**config.mk**
```make
export PLATFORM = sky130hd
export DESIGN_NAME = fpdiv_ctrl
export DESIGN_NICKNAME = d
export VERILOG_FILES = /design/src/rtl/fpdiv_ctrl.sv
export SDC_FILE = /design/constraint.sdc
export NUM_CORES = 1
export LEC_CHECK = 0
export ABC_CLOCK_PERIOD_IN_PS = 1720
export CELL_PAD_IN_SITES_DETAIL_PLACEMENT = 1
export CELL_PAD_IN_SITES_GLOBAL_PLACEMENT = 1
export CORE_ASPECT_RATIO = 1.5
export CORE_MARGIN = 2
export CORE_UTILIZATION = 34
export CTS_CLUSTER_DIAMETER = 120
export CTS_CLUSTER_SIZE = 8
export DETAILED_ROUTE_END_ITERATION = 7
export PLACE_DENSITY_LB_ADDON = 0.1
export SYNTH_ARGS = -nofsm -noshare
export SYNTH_HDL_FRONTEND = slang
export SYNTH_SLANG_ARGS = --single-unit
```
**constraint.sdc**
```tcl
create_clock -name clk -period 1.72 [get_ports clk]
set_clock_uncertainty 0.2 [all_clocks]
set_input_delay 0.516 -clock clk [delete_from_list [all_inputs] [get_ports clk]]
set_output_delay 0.516 -clock clk [all_outputs]
set_load 0.05 [all_outputs]
```
**src/rtl/fpdiv_ctrl.sv**
```systemverilog
// Sequencer for the iterative FP divide / square-root datapath.
// Walks one operation through INIT, the Goldschmidt ITER passes, the REM pass,
// ROUND and DONE. Special operands skip the multiplier and go through SPECIAL.
// All outputs are registered. Each one is decoded from the next state, so it
// lines up with the state it describes and clears at once on reset.

module fpdiv_ctrl_chk (
    input  logic       clk,
    input  logic       reset_n,
    input  logic       accept,
    input  logic [3:0] n_calc,
    input  logic       ld_ops,
    input  logic       ld_iter,
    input  logic       ld_rem,
    input  logic       ld_q
);

    // iter_cnt is only three bits wide, so the iteration count must fit in it.
    a_n_fits: assert property (@(posedge clk) disable iff (!reset_n)
        accept |-> (n_calc <= 4'd7));

    // No more than one register-load strobe may be high in a cycle.
    a_strobe_excl: assert property (@(posedge clk) disable iff (!reset_n)
        $onehot0({ld_ops, ld_iter, ld_rem, ld_q}));

endmodule

module fpdiv_ctrl #(
    parameter int DP_ITERS = 3,
    parameter int SP_ITERS = 2,
    parameter int MUL_LAT  = 2
) (
    input  logic       clk,
    input  logic       reset_n,
    input  logic       start,
    input  logic       op_sqrt,
    input  logic       P,
    input  logic [2:0] sel_inv,
    input  logic       flush,
    input  logic       ready_out,
    output logic       busy,
    output logic       ld_ops,
    output logic       ld_iter,
    output logic [1:0] mul_sel,
    output logic       ld_rem,
    output logic       ld_q,
    output logic [2:0] iter_cnt,
    output logic       P_q,
    output logic       sqrt_q,
    output logic       done
);

    localparam int STEP_W = (MUL_LAT > 1) ? $clog2(MUL_LAT) : 1;
    localparam logic [STEP_W-1:0] STEP_LAST = STEP_W'(MUL_LAT - 1);

    typedef enum logic [2:0] {
        S_IDLE    = 3'd0,
        S_INIT    = 3'd1,
        S_ITER    = 3'd2,
        S_REM     = 3'd3,
        S_ROUND   = 3'd4,
        S_SPECIAL = 3'd5,
        S_DONE    = 3'd6
    } state_t;

    state_t            state_r, state_s;
    logic [STEP_W-1:0] step_cnt_r, step_cnt_s;
    logic [2:0]        iter_cnt_r, iter_cnt_s;
    logic [3:0]        n_r, n_s;
    logic              p_q_r, p_q_s;
    logic              sqrt_q_r, sqrt_q_s;

    logic              busy_r, busy_s;
    logic              ld_ops_r, ld_ops_s;
    logic              ld_iter_r, ld_iter_s;
    logic [1:0]        mul_sel_r, mul_sel_s;
    logic              ld_rem_r, ld_rem_s;
    logic              ld_q_r, ld_q_s;
    logic              done_r, done_s;

    logic              accept_s;
    logic [3:0]        n_calc_s;
    logic [3:0]        iter_inc_s;

    // Request acceptance and the iteration count; square root needs one extra pass.
    always_comb begin
        accept_s   = (state_r == S_IDLE) && start && !flush;
        n_calc_s   = (P ? 4'(SP_ITERS) : 4'(DP_ITERS)) + {3'b000, op_sqrt};
        iter_inc_s = {1'b0, iter_cnt_r} + 4'd1;
    end

    // Next state, counters and latched operation attributes.
    always_comb begin
        state_s    = state_r;
        step_cnt_s = step_cnt_r;
        iter_cnt_s = iter_cnt_r;
        n_s        = n_r;
        p_q_s      = p_q_r;
        sqrt_q_s   = sqrt_q_r;
        if ((state_r != S_IDLE) && flush) begin
            // Abort: the partial result is dropped. P_q/sqrt_q stay as they are.
            state_s    = S_IDLE;
            step_cnt_s = '0;
            iter_cnt_s = 3'd0;
        end else begin
            case (state_r)
                S_IDLE: begin
                    if (accept_s) begin
                        p_q_s      = P;
                        sqrt_q_s   = op_sqrt;
                        n_s        = n_calc_s;
                        step_cnt_s = '0;
                        iter_cnt_s = 3'd0;
                        state_s    = (sel_inv != 3'b000) ? S_SPECIAL : S_INIT;
                    end else begin
                        state_s = S_IDLE;
                    end
                end
                S_INIT: begin
                    step_cnt_s = '0;
                    iter_cnt_s = 3'd0;
                    state_s    = S_ITER;
                end
                S_ITER: begin
                    if (step_cnt_r == STEP_LAST) begin
                        step_cnt_s = '0;
                        iter_cnt_s = iter_inc_s[2:0];
                        state_s    = (iter_inc_s == n_r) ? S_REM : S_ITER;
                    end else begin
                        step_cnt_s = step_cnt_r + STEP_W'(1);
                    end
                end
                S_REM: begin
                    if (step_cnt_r == STEP_LAST) begin
                        step_cnt_s = '0;
                        state_s    = S_ROUND;
                    end else begin
                        step_cnt_s = step_cnt_r + STEP_W'(1);
                    end
                end
                S_ROUND: begin
                    state_s = S_DONE;
                end
                S_SPECIAL: begin
                    state_s = S_DONE;
                end
                S_DONE: begin
                    if (ready_out) begin
                        state_s    = S_IDLE;
                        step_cnt_s = '0;
                        iter_cnt_s = 3'd0;
                    end else begin
                        state_s = S_DONE;
                    end
                end
                default: begin
                    state_s    = S_IDLE;
                    step_cnt_s = '0;
                    iter_cnt_s = 3'd0;
                end
            endcase
        end
    end

    // Output values for the coming cycle, decoded from the next state.
    always_comb begin
        busy_s    = (state_s != S_IDLE);
        ld_ops_s  = (state_s == S_INIT);
        ld_iter_s = (state_s == S_ITER) && (step_cnt_s == STEP_LAST);
        ld_rem_s  = (state_s == S_REM) && (step_cnt_s == STEP_LAST);
        ld_q_s    = (state_s == S_ROUND) || (state_s == S_SPECIAL);
        done_s    = (state_s == S_DONE);
        case (state_s)
            S_INIT:  mul_sel_s = 2'b01;
            S_ITER:  mul_sel_s = 2'b10;
            S_REM:   mul_sel_s = 2'b11;
            default: mul_sel_s = 2'b00;
        endcase
    end

    // State, counter and output registers; everything clears on reset.
    always_ff @(posedge clk or negedge reset_n) begin
        if (!reset_n) begin
            state_r    <= S_IDLE;
            step_cnt_r <= '0;
            iter_cnt_r <= 3'd0;
            n_r        <= 4'd0;
            p_q_r      <= 1'b0;
            sqrt_q_r   <= 1'b0;
            busy_r     <= 1'b0;
            ld_ops_r   <= 1'b0;
            ld_iter_r  <= 1'b0;
            mul_sel_r  <= 2'b00;
            ld_rem_r   <= 1'b0;
            ld_q_r     <= 1'b0;
            done_r     <= 1'b0;
        end else begin
            state_r    <= state_s;
            step_cnt_r <= step_cnt_s;
            iter_cnt_r <= iter_cnt_s;
            n_r        <= n_s;
            p_q_r      <= p_q_s;
            sqrt_q_r   <= sqrt_q_s;
            busy_r     <= busy_s;
            ld_ops_r   <= ld_ops_s;
            ld_iter_r  <= ld_iter_s;
            mul_sel_r  <= mul_sel_s;
            ld_rem_r   <= ld_rem_s;
            ld_q_r     <= ld_q_s;
            done_r     <= done_s;
        end
    end

    assign busy     = busy_r;
    assign ld_ops   = ld_ops_r;
    assign ld_iter  = ld_iter_r;
    assign mul_sel  = mul_sel_r;
    assign ld_rem   = ld_rem_r;
    assign ld_q     = ld_q_r;
    assign iter_cnt = iter_cnt_r;
    assign P_q      = p_q_r;
    assign sqrt_q   = sqrt_q_r;
    assign done     = done_r;

    fpdiv_ctrl_chk u_chk (
        .clk     (clk),
        .reset_n (reset_n),
        .accept  (accept_s),
        .n_calc  (n_calc_s),
        .ld_ops  (ld_ops_r),
        .ld_iter (ld_iter_r),
        .ld_rem  (ld_rem_r),
        .ld_q    (ld_q_r)
    );

endmodule

```
After elaboration in Yosys (flattened, before gate mapping):

Index checks and enable logic that the tools add are counted.

* muxes and demuxes: 20
* equality and inequality tests: 17
* add/sub/neg operators: 3
* bitwise gates (word level): 1
* reduce and logical (&&, ||, !) cells: 16

Operators with widths (count)
* 2-to-1 mux 3 bit: 10
* equality test 3 bit (second input constant): 6
* one-hot mux 3 bit (6 select lines): 1
* equality test 3 x 2 -> 1 bit (second input constant): 4
* one-hot mux 3 bit (4 select lines): 1
* nonzero test 3 bit: 3
* equality test 3 x 1 -> 1 bit (second input constant): 2
* 2-to-1 mux 1 bit: 6
* inequality test 3 bit (second input constant): 2
* one-hot mux 2 bit (3 select lines): 1
* logical AND 1 bit: 5
* adder 3 x 1 -> 4 bit (second input constant): 1
* equality test 4 bit: 1
* one-hot mux 1 bit (4 select lines): 1
* AND reduction 4 bit: 1
* OR reduction 2 bit: 2
* adder 2 x 1 -> 3 bit: 1
* logical NOT 3 bit: 1
* inequality test 3 x 2 -> 1 bit (second input constant): 1
* AND reduction 3 bit: 1
* OR reduction 3 bit: 1
* inequality test 2 x 1 -> 1 bit (second input constant): 1
* adder 1 bit (second input constant): 1
* logical NOT 1 bit: 1
* other kinds (2): 2

* word-level logic and storage cells: 70
* register bits after elaboration: 21
* output and inout bits: 13
* input bits: 10

Longest topological paths before layout:

Gate-level depths: netlist of run 1.

* word-level depth: 8
* gate-level depth with buffers: 5
* depth with buffers taken out: 5

Least setup slack after synthesis of run 1:

Ideal clock, no wire load.

* path type: register to register
* from: register iter_cnt_r[0] (netlist: iter_cnt[0])
* to: register ld_ops_r (netlist: ld_ops)
* clock period less this slack: 2.102 ns
* slack: -0.382 ns
* data arrival time: 1.807 ns
* data required time: 1.425 ns
* buffers on the path: 0
* stages on the path, launching flop included: 6
* setup time: 0.095 ns
* cells stage by stage: dfrtp_1 > ha_1 > xnor2_1 > xnor2_1 > o32a_4 > nor4b_2

* longest elaborated chain between the ends: 7

Ends and longest elaborated chain
* from (decl): line 68 `logic [2:0] iter_cnt_r, iter_cnt_s;`
* from (signal assigned): line 200 `iter_cnt_r <= iter_cnt_s;`
* adder 3 x 1 -> 4 bit: line 89 `iter_inc_s = {1'b0, iter_cnt_r} + 4'd1;`
* equality test 4 bit: line 128 `state_s = (iter_inc_s == n_r) ? S_REM : S_ITER;`
* 2-to-1 mux 1 bit: line 128
* 2-to-1 mux 3 bit: line 125 `if (step_cnt_r == STEP_LAST) begin`
* one-hot mux 3 bit (6 select lines): line 106 `case (state_r)`
* 2-to-1 mux 3 bit: line 100 `if ((state_r != S_IDLE) && flush) begin`
* equality test 3 x 1 -> 1 bit: line 168 `ld_ops_s = (state_s == S_INIT);`
* via ld_ops_s: line 74 `logic ld_ops_r, ld_ops_s;`
* to (signal assigned): line 205 `ld_ops_r <= ld_ops_s;`
* to (decl): line 74

The timed path passes the listed nets, and every way through them passes these cells.
A chain may end at the register's enable or synchronous reset.

Worst setup path in the final report of run 1:

Ends and elaborated chain as after synthesis.

==> qor.csv, run 1 <==
stage;metric;value;unit
run_status;outcome;finished with violations;
run_status;failing checks;setup timing;
global_routing;largest net degree at the start of global routing;21;
place;# port buffers;22;
place;dpl hpwl;2427;µm
route;DR vias/cell;5.280;
die;num rows;24;
timing;fin crit period;1.887;ns
critical_path;CP Launch Point;iter_cnt[0]$_DFFE_PN0P_;
yosys;synthesized area;1065;µm²
yosys;yosys warns;0;
critical_path;critical path, cell by cell;buf_4 -> a21boi_0 -> mux2i_1 -> o32a_4 -> nor4b_4;
cells_and_area;post-route cell area;1992;µm²
clock_network;clock slew at reported path FFs;0.08;ns
cells_and_area;fill count;298;
yosys;ys async rst share;1.000;
critical_path;Slowest-stage cell, CP;o32a_4;
critical_path;crit path kind;flop to flop;
timing;f_max;529.9;MHz
critical_path;reg2reg end;ld_ops$_DFF_PN0_;
yosys;top cell type's share of synthesized area;0.4700;
die;Die Area;3605;µm²
critical_path;Crit path largest cell delay;0.45;ns
pwr;LEAKAGE;0.8609;nW
clock_network;CTS Buf Count;3;
yosys;post-synthesis register bit count;20;
timing;Slew Limit Fails;0;
critical_path;CP Buf/Inv Count;1;
yosys;Unique masters post-synth;38;
route;final wirelength;4153;µm
global_routing;global-route wire length before repair;5602;µm
timing;final setup vio count;12;
run;max-cap viol count;0;
route;drt pass-1 iters;4;
die;initial core utilization;0.3618;
route;Detail Route Antenna Nets;0;
global_routing;GR Overflow Total;0;
clock_network;Post-CTS Hold Buffers;0;
cells_and_area;Nets;174;
critical_path;Reg2Reg Setup Slack;-0.17;ns
critical_path;Critical Path RT;1.70;ns
clock_network;Root Buffer;clkbuf_8;
timing;Worst Setup Slack, final;-0.1671;ns
critical_path;Worst EP arrival;1.87;ns
worst_hold_path;Hold WC Path Type;flop to flop;
clock_network;CTS sink cnt;20;
critical_path;R2R cell count;5;
clock_network;H-tree lvl count;1;
yosys;cells after synthesis;104;
place;routability congestion estimate;0.7952;
clock_network;TritonCTS clock tree;built;
clock_network;maximum root-to-sink buffer count;2;
timing;Worst Tran Pin Value;0.4075;ns
yosys;Avg Inst Size Synth;10.24;µm²
global_routing;GRT Overall Usage;0.2085;
route;drc violations;0;
critical_path;delay-heaviest family, CP;compound AO/OA/AOI/OAI gates;
route;drt wl/cell;20.77;µm
cells_and_area;most common cell after layout, fill and taps aside;buf_4;
route;Vias;1056;
timing;fin crit share;1.097;
place;placed cells;185;
critical_path;CP Max Fanout;5;
yosys;Yosys top cell by area;dfrtp_1;
die;die height;72.54;µm
cells_and_area;area delta synth->final;87.07;%
yosys;Post-synth EDFFs;0;
cells_and_area;fraction of layout cells with a size suffix above 1;0.5776;
critical_path;crit path launch type;flop;
timing;Rel. slew slack;0.7263;
clock_network;later-pin clock latency in the skew report;0.27;ns
critical_path;Setup crit end kind;flop;
cells_and_area;Util after Layout;0.6769;
yosys;Seq/Total Area, Yosys;0.4700;
yosys;largest cells by area after synthesis;dfrtp_1 (47%), a21oi_1 (3.3%), mux2_2 (3.2%);
timing;RSZ-0062 raised after global routing;true;
die;Core ar.;2943;µm²
yosys;top_reg_cell synth;dfrtp_1;
cells_and_area;most frequent cells in the layout;buf_4 (29), dfrtp_1 (15), buf_12 (15);
cells_and_area;ANT cells;0;
route;DRT iter0 DRCs;17;
pwr;P per Cell Area;1756;nW/µm²
global_routing;initial antenna violation count;0;
worst_hold_path;Worst Hold Depth;1;
pwr;Max rail drop VDD;1058;µV
critical_path;R2R Path Start;iter_cnt[0]$_DFFE_PN0P_;
global_routing;vias in the first global route;1119;
die;I/O Pins;23;
yosys;syn_nets;116;
die;Die Span X;49.69;µm
place;area of placed instances;1640;µm²
worst_hold_path;min-delay src;n_r[0]$_DFFE_PN0P_;
worst_hold_path;Worst Hold End;n_r[0]$_DFFE_PN0P_;
timing;Fin. Hold Viols;0;
cells_and_area;fin cells;200;
==> synthesized netlist by cell type (2+ instances only) <==
cell and instances:
dfrtp_1 20, nand2_1 8, a21oi_1 7, inv_1 6
nor3_1 6, nor2_1 5, nand2b_1 4, o21ai_1 4
a31oi_1 3, buf_2 3, mux2_2 3, xnor2_1 3
ha_1 2, mux2i_1 2, nor2b_1 2, o21a_1 2
o21ai_0 2, or2b_1 2
==> flip-flops by register name (all words and copies together), names as in the netlist <==
signal	count
P_q	1
iter_cnt	3
state_r	3
ld_rem	1
step_cnt_r	1
ld_ops	1
mul_sel	2
ld_q	1
done	1
busy	1
ld_iter	1
n_r	3
sqrt_q	1
==> worst reg2reg max path: stages (launching register included) <==
cell      delay (ns)
dfrtp_2         0.40
buf_4           0.13
a21boi_0        0.23
mux2i_1         0.18
o32a_4          0.45
nor4b_4         0.22
==> how the worst max path moves through the flow <==
stage                     cells after the start           endpoint
after global routing                          5  ld_iter$_DFF_PN0_
after detailed placement                      5     ld_q$_DFF_PN0_
after floorplan                               5   ld_ops$_DFF_PN0_
after global placement                        5     ld_q$_DFF_PN0_
after CTS                                     5   ld_ops$_DFF_PN0_
final                                         5   ld_ops$_DFF_PN0_
==> what timing repair did <==
item,4_1_cts,5_1_grt
setup endpoints to repair,19,19
pin swaps,4,5
resized for setup,23,27
setup buffers,2,9
==> metrics by stage <==
step                      TNS (ns)  hold WS (ns)  setup WS [ns]  total power, mW
final                      -0.7502        0.3757        -0.1671            3.498
after global routing        -1.082        0.4021        -0.1906            3.640
after CTS                  -0.3972        0.3707        -0.1083            2.992
after detailed placement    -8.910        0.3224        -0.5664            2.458
after global placement      -7.810        0.3207        -0.4978            2.395
after floorplan            -0.5111       0.02041        -0.1630            1.626
==> cell families (layout without fill, tap and decap cells) <==
family | Yosys count | in the layout | synth area share
adder cells (fa/ha/maj) | 2 | 2 | 0.02350
AND/OR/NAND/NOR | 35 | 35 | 0.1998
multiplexers | 5 | 5 | 0.05053
AO/OA/AOI/OAI | 29 | 29 | 0.1927
flip-flops | 20 | 20 | 0.4700
buffers and inverters | 10 | 67 | 0.03877
XOR/XNOR | 3 | 3 | 0.02468
==> area by class of cell <==
| class | instances | area, µm² | share of cell area |
|---|---|---|---|
| Timing Repair Buffer | 57 | 649.4 | 0.3260 |
| Sequential cell | 20 | 506.7 | 0.2544 |
| Clock buffer | 4 | 55.05 | 0.02764 |
| Inverter | 6 | 26.28 | 0.01319 |
| Multi-Input combinational cell | 74 | 705.7 | 0.3543 |
| Tap cell | 39 | 48.80 | 0.02450 |
==> routing by layer <==
layer	track usage	wire length (µm)	up-vias
met5	0	0	-
met4	0.08951	102	0
met3	0.02058	118	10
met2	0.3911	2418	26
met1	0.2354	1512	531
li1	-	-	489
==> power by group <==
part	internal (mW)	switching, mW	leakage, nW	total, mW
registers	0.627	0.166	0.253	0.793
logic	1.15	1.18	0.579	2.33
clock network	0.204	0.169	0.0288	0.373
total	1.99	1.51	0.861	3.50
Power figures use the tool's default switching activity.
==> run 2, diff against run 1 <==
Settings changed: CORE_MARGIN 2 to 5.
==> run 2 against run 1 <==
  * The flow still finishes with violations (setup timing)
  * Sequential power rose by 2%
  * Cell area down 1.6%
  * Combinational power fell by 12%
  * Cell count is 0.50% higher
  * Clock power increased by 27%
  * Count of clock-buffer cells in the layout is 1 lower
  * Wire length is 6.5% lower
  * Global-route usage down 3.7 points
  * Fmax grew 1.2%
  * Hold slack lost 0.0042 ns
  * Critical path type unchanged
  * Largest cell class unchanged
==> qor.csv, run 2 (synthesis gave the netlist of run 1 again) <==
stage;metric;value;unit
clock_network;CTS Buf Count;3;
timing;final setup vio count;10;
cells_and_area;fraction of layout cells with a size suffix above 1;0.5280;
die;num rows;25;
timing;Rel. slew slack;0.7671;
cells_and_area;area delta synth->final;84.02;%
critical_path;crit path kind;flop to flop;
timing;Worst Setup Slack, final;-0.1440;ns
clock_network;CTS sink cnt;20;
route;drt pass-1 iters;4;
die;initial core utilization;0.3438;
timing;f_max;536.5;MHz
place;dpl hpwl;2471;µm
clock_network;maximum root-to-sink buffer count;2;
route;Detail Route Antenna Nets;0;
critical_path;Worst EP arrival;1.84;ns
timing;Worst Hold Slack;0.3715;ns
route;drt wl/cell;19.32;µm
global_routing;GRT Overall Usage;0.1715;
timing;Slew Limit Fails;0;
clock_network;later-pin clock latency in the skew report;0.27;ns
cells_and_area;Multi-input gate area;673.1;µm²
cells_and_area;fin cells;201;
clock_network;Root Buffer;clkbuf_8;
pwr;Final Power;3.340;mW
die;Die Area;4374;µm²
cells_and_area;most frequent cells in the layout;buf_4 (29), dfrtp_1 (15), buf_12 (13);
route;final wirelength;3884;µm
global_routing;largest net degree at the start of global routing;21;
timing;Worst Tran Pin Value;0.3447;ns
die;Die Span X;55.69;µm
run_status;outcome;finished with violations;
place;routability congestion estimate;0.7388;
critical_path;Slowest-stage cell, CP;dfrtp_2;
place;# port buffers;22;
clock_network;TritonCTS clock tree;built;
timing;fin crit period;1.864;ns
timing;setup_tns;-0.7381;ns
route;drc violations;0;
die;I/O Pins;23;
place;area of placed instances;1657;µm²
pwr;Max rail drop VDD;1130;µV
die;Core ar.;3097;µm²
cells_and_area;Nets;174;
critical_path;Critical Path RT;1.70;ns
cells_and_area;Util after Layout;0.6327;
cells_and_area;fill count;306;
cells_and_area;post-route cell area;1959;µm²
global_routing;initial antenna violation count;0;
global_routing;GR Overflow Total;0;
global_routing;vias in the first global route;1173;
place;placed cells;188;
cells_and_area;most common cell after layout, fill and taps aside;buf_4;
place;Place WS;-0.5773;ns
timing;Fin. Hold Viols;0;
pwr;LEAKAGE;0.8611;nW
clock_network;clock slew at reported path FFs;0.08;ns
cells_and_area;sequential cell area;506.7;µm²
die;die height;78.54;µm
timing;fin crit share;1.084;
run;max-cap viol count;0;
run_status;failing checks;setup timing;
route;DR vias/cell;5.358;
cells_and_area;ANT cells;0;
clock_network;H-tree lvl count;1;
global_routing;global-route wire length before repair;5678;µm
pwr;P per Cell Area;1704;nW/µm²
critical_path;crit path launch type;flop;
route;DRT iter0 DRCs;22;
critical_path;CP Max Fanout;5;
worst_hold_path;Hold WC Path Type;flop to flop;
timing;RSZ-0062 raised after global routing;true;
route;Vias;1077;
critical_path;Crit path largest cell delay;0.45;ns
critical_path;critical path, cell by cell;ha_4 -> xnor2_2 -> nand2_1 -> o32a_4 -> nor4b_4;
critical_path;Setup crit end kind;flop;
## run 2: cell types whose count changed in the layout (fill, tap and decap cells not counted), moves of 2 or more
cell	delta
a21oi_1	+2
buf_6	+2
inv_1	+2
inv_2	-2
buf_12	-2
a21oi_2	-2
## run 2: area by class of cell
cell class,count,share of cell area
timing repair buffer,57,0.3225
sequential,20,0.2586
clock buffer,3,0.02107
multi-input combinational,74,0.3436
inverter,6,0.01341
clock inverter,1,0.01533
tap,40,0.02554
## run 2: worst max-delay path, delay by kind of cell, from the launching register on
kind	cells	cell delay (ns)
fa+ha+maj	1	0.27
flops	1	0.45
simple gates	2	0.35
compound gates	1	0.37
xor+xnor	1	0.15
## run 2: repair_timing
action | 4_1_cts | 5_1_grt
endpoints found under the setup margin | 19 | 21
endpoints found under the hold margin | 0 | 0
hold buffers | 0 | 0
pin swaps | 7 | 3
setup buffers | 3 | 6
resized for setup | 20 | 23
## run 2: power breakdown
| group | switching (mW) | total (mW) | internal [mW] |
|---|---|---|---|
| logic | 1.06 | 2.06 | 0.997 |
| registers | 0.179 | 0.806 | 0.627 |
| clock network | 0.164 | 0.475 | 0.311 |
## run 2: final timing paths
check                                              from                    to  slack [ns]  cells after the start
worst max-delay path            iter_cnt[1]$_DFFE_PN0P_      ld_ops$_DFF_PN0_       -0.14                      5
worst min-delay path                 n_r[0]$_DFFE_PN0P_    n_r[0]$_DFFE_PN0P_        0.37                      1
worst max register to register  iter_cnt[1]$_DFFE_PN0P_      ld_ops$_DFF_PN0_       -0.14                      5
worst min register to register       n_r[0]$_DFFE_PN0P_    n_r[0]$_DFFE_PN0P_        0.37                      1
max in group asynchronous                       reset_n  state_r[0]$_DFF_PN0_        0.70                      2
min in group asynchronous                       reset_n  mul_sel[0]$_DFF_PN0_        0.38                      2
## run 2: routing by layer
layer,vias up,track usage,share of wire
met5,-,0,0
met4,0,0.09002,0.034
met3,12,0.02467,0.038
met2,26,0.3258,0.58
met1,549,0.1774,0.35
li1,490,-,-
